**src/rtl/jtag_display_tap.sv**
```systemverilog
// JTAG TAP with IDCODE and a DISPLAY data register that overrides the seven-segment value/mode.
// The JTAG pins are oversampled in the clk domain, so tck is treated as data here, not as a clock.
//
// state   | code | meaning
// TLR     | F    | test-logic-reset: IR forced to IDCODE, override cleared
// RTI     | C    | run-test/idle
// SEL_DR  | 7    | select DR scan
// CAP_DR  | 6    | capture selected DR
// SH_DR   | 2    | shift selected DR, tdo driven
// EX1_DR  | 1    | exit1 DR
// PAU_DR  | 3    | pause DR
// EX2_DR  | 0    | exit2 DR
// UPD_DR  | 5    | update DR (display written on entry)
// SEL_IR  | 4    | select IR scan
// CAP_IR  | E    | capture IR (loads 0001)
// SH_IR   | A    | shift IR, tdo driven
// EX1_IR  | 9    | exit1 IR
// PAU_IR  | B    | pause IR
// EX2_IR  | 8    | exit2 IR
// UPD_IR  | D    | update IR (active IR loaded on entry)
module jtag_display_tap #(
  parameter logic [31:0] IDCODE      = 32'h1000_0B5F,
  parameter int          SYNC_STAGES = 2
) (
  input  logic       clk,
  input  logic       rst_n,
  input  logic       tck,
  input  logic       tms,
  input  logic       tdi,
  output logic       tdo,
  output logic       tdo_oe,
  output logic [3:0] disp_value,
  output logic       disp_override,
  output logic [3:0] tap_state
);

  typedef enum logic [3:0] {
    TLR    = 4'hF, RTI    = 4'hC, SEL_DR = 4'h7, CAP_DR = 4'h6,
    SH_DR  = 4'h2, EX1_DR = 4'h1, PAU_DR = 4'h3, EX2_DR = 4'h0,
    UPD_DR = 4'h5, SEL_IR = 4'h4, CAP_IR = 4'hE, SH_IR  = 4'hA,
    EX1_IR = 4'h9, PAU_IR = 4'hB, EX2_IR = 4'h8, UPD_IR = 4'hD
  } tap_state_e;

  localparam logic [3:0] INS_IDCODE  = 4'b0001;
  localparam logic [3:0] INS_DISPLAY = 4'b0010;

  logic [SYNC_STAGES-1:0] r_tck_sync, r_tms_sync, r_tdi_sync;
  logic                   r_tck_d;
  logic                   w_tck, w_tms, w_tdi, w_tck_rise, w_tck_fall;

  tap_state_e  r_state, w_state_nxt;
  logic [3:0]  r_ir_sh, r_ir;
  logic [31:0] r_dr;
  logic        r_tdo, r_tdo_oe, r_disp_ovr;
  logic [3:0]  r_disp_val;

  // Equal-depth synchronizers keep tms/tdi aligned with the tck_rise strobe.
  always_ff @(posedge clk or negedge rst_n) begin
    if (!rst_n) begin
      r_tck_sync <= '0;
      r_tms_sync <= '0;
      r_tdi_sync <= '0;
      r_tck_d    <= 1'b0;
    end else begin
      r_tck_sync <= {r_tck_sync[SYNC_STAGES-2:0], tck};
      r_tms_sync <= {r_tms_sync[SYNC_STAGES-2:0], tms};
      r_tdi_sync <= {r_tdi_sync[SYNC_STAGES-2:0], tdi};
      r_tck_d    <= r_tck_sync[SYNC_STAGES-1];
    end
  end

  assign w_tck      = r_tck_sync[SYNC_STAGES-1];
  assign w_tms      = r_tms_sync[SYNC_STAGES-1];
  assign w_tdi      = r_tdi_sync[SYNC_STAGES-1];
  assign w_tck_rise = w_tck & ~r_tck_d;
  assign w_tck_fall = ~w_tck & r_tck_d;

  always_comb begin
    w_state_nxt = r_state;
    case (r_state)
      TLR:    w_state_nxt = w_tms ? TLR    : RTI;
      RTI:    w_state_nxt = w_tms ? SEL_DR : RTI;
      SEL_DR: w_state_nxt = w_tms ? SEL_IR : CAP_DR;
      CAP_DR: w_state_nxt = w_tms ? EX1_DR : SH_DR;
      SH_DR:  w_state_nxt = w_tms ? EX1_DR : SH_DR;
      EX1_DR: w_state_nxt = w_tms ? UPD_DR : PAU_DR;
      PAU_DR: w_state_nxt = w_tms ? EX2_DR : PAU_DR;
      EX2_DR: w_state_nxt = w_tms ? UPD_DR : SH_DR;
      UPD_DR: w_state_nxt = w_tms ? SEL_DR : RTI;
      SEL_IR: w_state_nxt = w_tms ? TLR    : CAP_IR;
      CAP_IR: w_state_nxt = w_tms ? EX1_IR : SH_IR;
      SH_IR:  w_state_nxt = w_tms ? EX1_IR : SH_IR;
      EX1_IR: w_state_nxt = w_tms ? UPD_IR : PAU_IR;
      PAU_IR: w_state_nxt = w_tms ? EX2_IR : PAU_IR;
      EX2_IR: w_state_nxt = w_tms ? UPD_IR : SH_IR;
      UPD_IR: w_state_nxt = w_tms ? SEL_DR : RTI;
    endcase
  end

  always_ff @(posedge clk or negedge rst_n) begin
    if (!rst_n) begin
      r_state    <= TLR;
      r_ir_sh    <= 4'b0000;
      r_ir       <= INS_IDCODE;
      r_dr       <= 32'd0;
      r_tdo      <= 1'b0;
      r_tdo_oe   <= 1'b0;
      r_disp_val <= 4'd0;
      r_disp_ovr <= 1'b0;
    end else begin
      if (w_tck_rise) begin
        r_state <= w_state_nxt;
        case (r_state)
          CAP_IR: r_ir_sh <= 4'b0001;
          SH_IR:  r_ir_sh <= {w_tdi, r_ir_sh[3:1]};
          CAP_DR: begin
            case (r_ir)
              INS_IDCODE:  r_dr <= IDCODE;
              INS_DISPLAY: r_dr <= {27'd0, r_disp_ovr, r_disp_val};
              default:     r_dr <= 32'd0;
            endcase
          end
          // One physical register serves all DRs; the tdi entry point sets the length.
          SH_DR: begin
            case (r_ir)
              INS_IDCODE:  r_dr      <= {w_tdi, r_dr[31:1]};
              INS_DISPLAY: r_dr[4:0] <= {w_tdi, r_dr[4:1]};
              default:     r_dr[0]   <= w_tdi;
            endcase
          end
          default: ;
        endcase
        if (w_state_nxt == UPD_IR) r_ir <= r_ir_sh;
        if (w_state_nxt == UPD_DR && r_ir == INS_DISPLAY) begin
          r_disp_ovr <= r_dr[4];
          r_disp_val <= r_dr[3:0];
        end
        if (w_state_nxt == TLR) begin
          r_ir       <= INS_IDCODE;
          r_disp_ovr <= 1'b0;
        end
      end
      if (w_tck_fall) begin
        if (r_state == SH_IR) begin
          r_tdo    <= r_ir_sh[0];
          r_tdo_oe <= 1'b1;
        end else if (r_state == SH_DR) begin
          r_tdo    <= r_dr[0];
          r_tdo_oe <= 1'b1;
        end else begin
          r_tdo_oe <= 1'b0;
        end
      end
    end
  end

  assign tdo           = r_tdo;
  assign tdo_oe        = r_tdo_oe;
  assign disp_value    = r_disp_val;
  assign disp_override = r_disp_ovr;
  assign tap_state     = r_state;

endmodule

```
**config.mk**
```make
export PLATFORM = sky130hd
export DESIGN_NAME = jtag_display_tap
export DESIGN_NICKNAME = d
export VERILOG_FILES = /design/src/rtl/jtag_display_tap.sv
export SDC_FILE = /design/constraint.sdc
export NUM_CORES = 1
export LEC_CHECK = 0
export CAP_MARGIN = 30
export CORE_MARGIN = 5
export CORE_UTILIZATION = 58
export CTS_CLUSTER_SIZE = 40
export DETAILED_ROUTE_END_ITERATION = 10
export PLACE_DENSITY = 0.75
export RECOVER_POWER = 100
export SLEW_MARGIN = 20
export SYNTH_ARGS = -nofsm -noshare
export SYNTH_HDL_FRONTEND = slang
export SYNTH_SLANG_ARGS = --single-unit
```
**constraint.sdc**
```tcl
create_clock -name clk -period 1.97 [get_ports clk]
set_input_delay 0.394 -clock clk [delete_from_list [all_inputs] [get_ports clk]]
set_output_delay 0.394 -clock clk [all_outputs]
set_load 0.05 [all_outputs]
```
==> impl_metrics.json, run 1 <==
{
  "viasPerCell": 5.41,
  "h-tree-depth": 3,
  "drive_gt1_frac": 0.162,
  "io_pins": 16,
  "drc": 0,
  "peakVddDrop_mv": 0.738,
  "rsz0062_at_grt": "false",
  "power_density_mw_per_mm2": 1330,
  "finalPower_mw": 3.84,
  "grt_use_total": 0.163,
  "finalCritPeriodShare": 0.966,
  "dr_total_vias": 1754,
  "place_congestion": 0.790,
  "die-area_mm2": 0.00586,
  "status": "completed",
  "fmax_ghz": 0.525,
  "path_class": "flop to output pin",
  "io_buffer_count": 15,
  "grt_overflow": 0,
  "fin_crit_ns": 1.90,
  "p_leak_nw": 1.26,
  "slew_violations": 0,
  "initial_core_util": 0.594,
  "drtAntennaViolNets": 0,
  "syn2layout_area_growth_pct": 12.7,
  "cts.clk_slew.worst_paths_ns": 0.07,
  "cts_buffer_depth": 2,
  "ctsHoldBuffers": 0,
  "finalSetupViolations": 0,
  "setup_tns_ns": 0,
  "synth_seq_area_share": 0.568,
  "fillers": 353,
  "endpoint_kind": "output pin",
  "drt_iter0_drc": 90,
  "slowest_stage": "clkdlybuf4s50_1",
  "wl_per_cell_um": 13.6,
  "grt_pass1_wl_um": 7740,
  "worstPathCellList": "clkdlybuf4s50_1",
  "dieWidth_um": 76.5,
  "ff_latch_area_mm2": 0.00146,
  "synth_fp_nets": 255,
  "clockRootBuffer": "clkbuf_8",
  "core_area_mm2": 0.00432,
  "grt_max_degree": 59,
  "holdCritPathClass": "flop to flop",
  "diodes": 0,
  "final_common_cell": "nand2_1",
  "fp.dieH_um": 76.5,
  "critPathMaxFanout": 3,
  "yosys_register_bits": 58,
  "nets": 272,
  "relSlewSlack": 0.0884,
  "setup.worst_path.start_class": "flop",
  "drt-total-wl_um": 4420,
  "rows": 24,
  "hpwl_um": 2750,
  "post-cts-setup-buffer-count": 0,
  "cpPeakStageDelay_ns": 0.81,
  "tritoncts": "built",
  "syn_area_mm2": 0.00257,
  "syn_inst": 250,
  "synth_ff_type": "dfrtp_1",
  "worstPathRequired_ns": 1.58,
  "synth.distinct_cells": 40,
  "drv_cap": 0,
  "multiInputGateArea_mm2": 0.00100,
  "grt_pass1_vias": 1673,
  "hp-start": "r_tms_sync[0]",
  "cp_top_family": "buffers and inverters",
  "startpoint": "disp_value[2]",
  "arrival_ns": 1.51,
  "path_buf_inv": 1,
  "dr.pass1.iters": 4,
  "clk_latency_ns": 0.34,
  "synthArstFlopShare": 1.00,
  "avgSynthCellArea_um2": 10.3,
  "layout_common_cells": "65 x nand2_1, 53 x dfrtp_1, 38 x o21ai_0, 11 x clkbuf_8, 9 x mux2_2",
  "rr_startpoint": "r_ir[3]",
  "antenna_found_initial": 0,
  "tightest_slew_ns": 1.37,
  "synth-edff-count": 0,
  "cts_buffers": 9,
  "hold_viol": 0,
  "clkSinkCount": 58,
  "fin_worst_skew_ns": 0.0103,
  "ys_warn_count": 0
}
-- Yosys cell counts (4+ instances only) --
cell type | instances | share of area
o21ai_0 | 38 | 0.074
o31ai_1 | 5 | 0.015
a21oi_1 | 7 | 0.014
nand2_1 | 65 | 0.095
nor2_1 | 8 | 0.012
dfrtp_1 | 53 | 0.52
clkbuf_1 | 6 | 0.0088
dfstp_2 | 5 | 0.051
mux2_2 | 10 | 0.044
nand2b_1 | 4 | 0.0097
-- power breakdown --
part	switching (mW)	internal (mW)	total (mW)	leakage, nW
Combinational	0.626	0.421	1.05	0.391
Clock	0.468	0.646	1.11	0.105
Sequential	0.262	1.42	1.68	0.762
Total	1.36	2.48	3.84	1.26
-- area by class of cell --
| class | instances | share of cell area |
|---|---|---|
| Tap cell | 52 | 0.0225 |
| Multi-Input combinational cell | 175 | 0.347 |
| Inverter | 4 | 0.00519 |
| Sequential cell | 58 | 0.504 |
| Clock inverter | 5 | 0.0182 |
| Clock buffer | 11 | 0.0523 |
| Timing Repair Buffer | 19 | 0.0506 |
-- routing by layer --
layer / global-route usage / up-vias / share of wire
met5: 0 / - / 0
met4: 0.0577 / 0 / 0.019
met3: 0.0638 / 9 / 0.046
met2: 0.228 / 31 / 0.42
met1: 0.231 / 822 / 0.51
li1: - / 892 / -
-- flip-flops by register name, summed over array words and instances (netlist names) --
signal / cells
r_tck_d: 1
r_tck_sync: 2
r_ir_sh: 4
disp_value: 4
r_tms_sync: 2
tap_state: 4
disp_override: 1
r_dr: 32
tdo_oe: 1
tdo: 1
r_ir: 4
r_tdi_sync: 2
-- kinds of logic (layout without fill, tap and decap cells) --
group | Yosys count | after routing | synth area share
AOI/OAI and AO/OA | 62 | 62 | 0.142
xor gates and xnor gates | 1 | 1 | 0.00341
buffers and inverters | 17 | 39 | 0.0336
DFF | 58 | 58 | 0.568
and+or+nand+nor | 99 | 99 | 0.198
muxes | 13 | 13 | 0.0556
-- metrics by stage --
stage	std cells	hold WS, ns	setup slack [ns]	cell area [um^2]	util
floorplan	250	0.0984	0.150	2570	-
global placement	308	0.334	0.219	2800	0.648
detailed placement	308	0.338	0.211	2800	0.648
CTS	324	0.0585	0.0287	3010	0.695
global route	324	0.371	0.00532	2890	0.669
finish	324	0.349	0.0667	2890	0.669
-- final timing paths --
kind                       depth (start not counted)             to  slack, ns
min                                                0  r_tms_sync[1]       0.35
min in group asynchronous                          2        r_ir[3]       0.45
max reg2reg                                        3  disp_value[3]       0.09
max in group asynchronous                          2  r_tdi_sync[0]       0.69
min reg2reg                                        0  r_tms_sync[1]       0.35
max                                                1  disp_value[2]       0.07
-- timing repair --
| item | 4_1_cts | 5_1_grt |
|---|---|---|
| gates resized for setup | 0 | 3 |
| endpoints found under the setup margin | 0 | 3 |
| endpoints found under the hold margin | 0 | 0 |
Power figures use the tool's default switching activity.
==> inputs of run 2 (changes only) <==
CAP_MARGIN = default   (was 30)
==> results of run 2 <==
The final DEF is identical to that of run 1; final timing and power are the same.
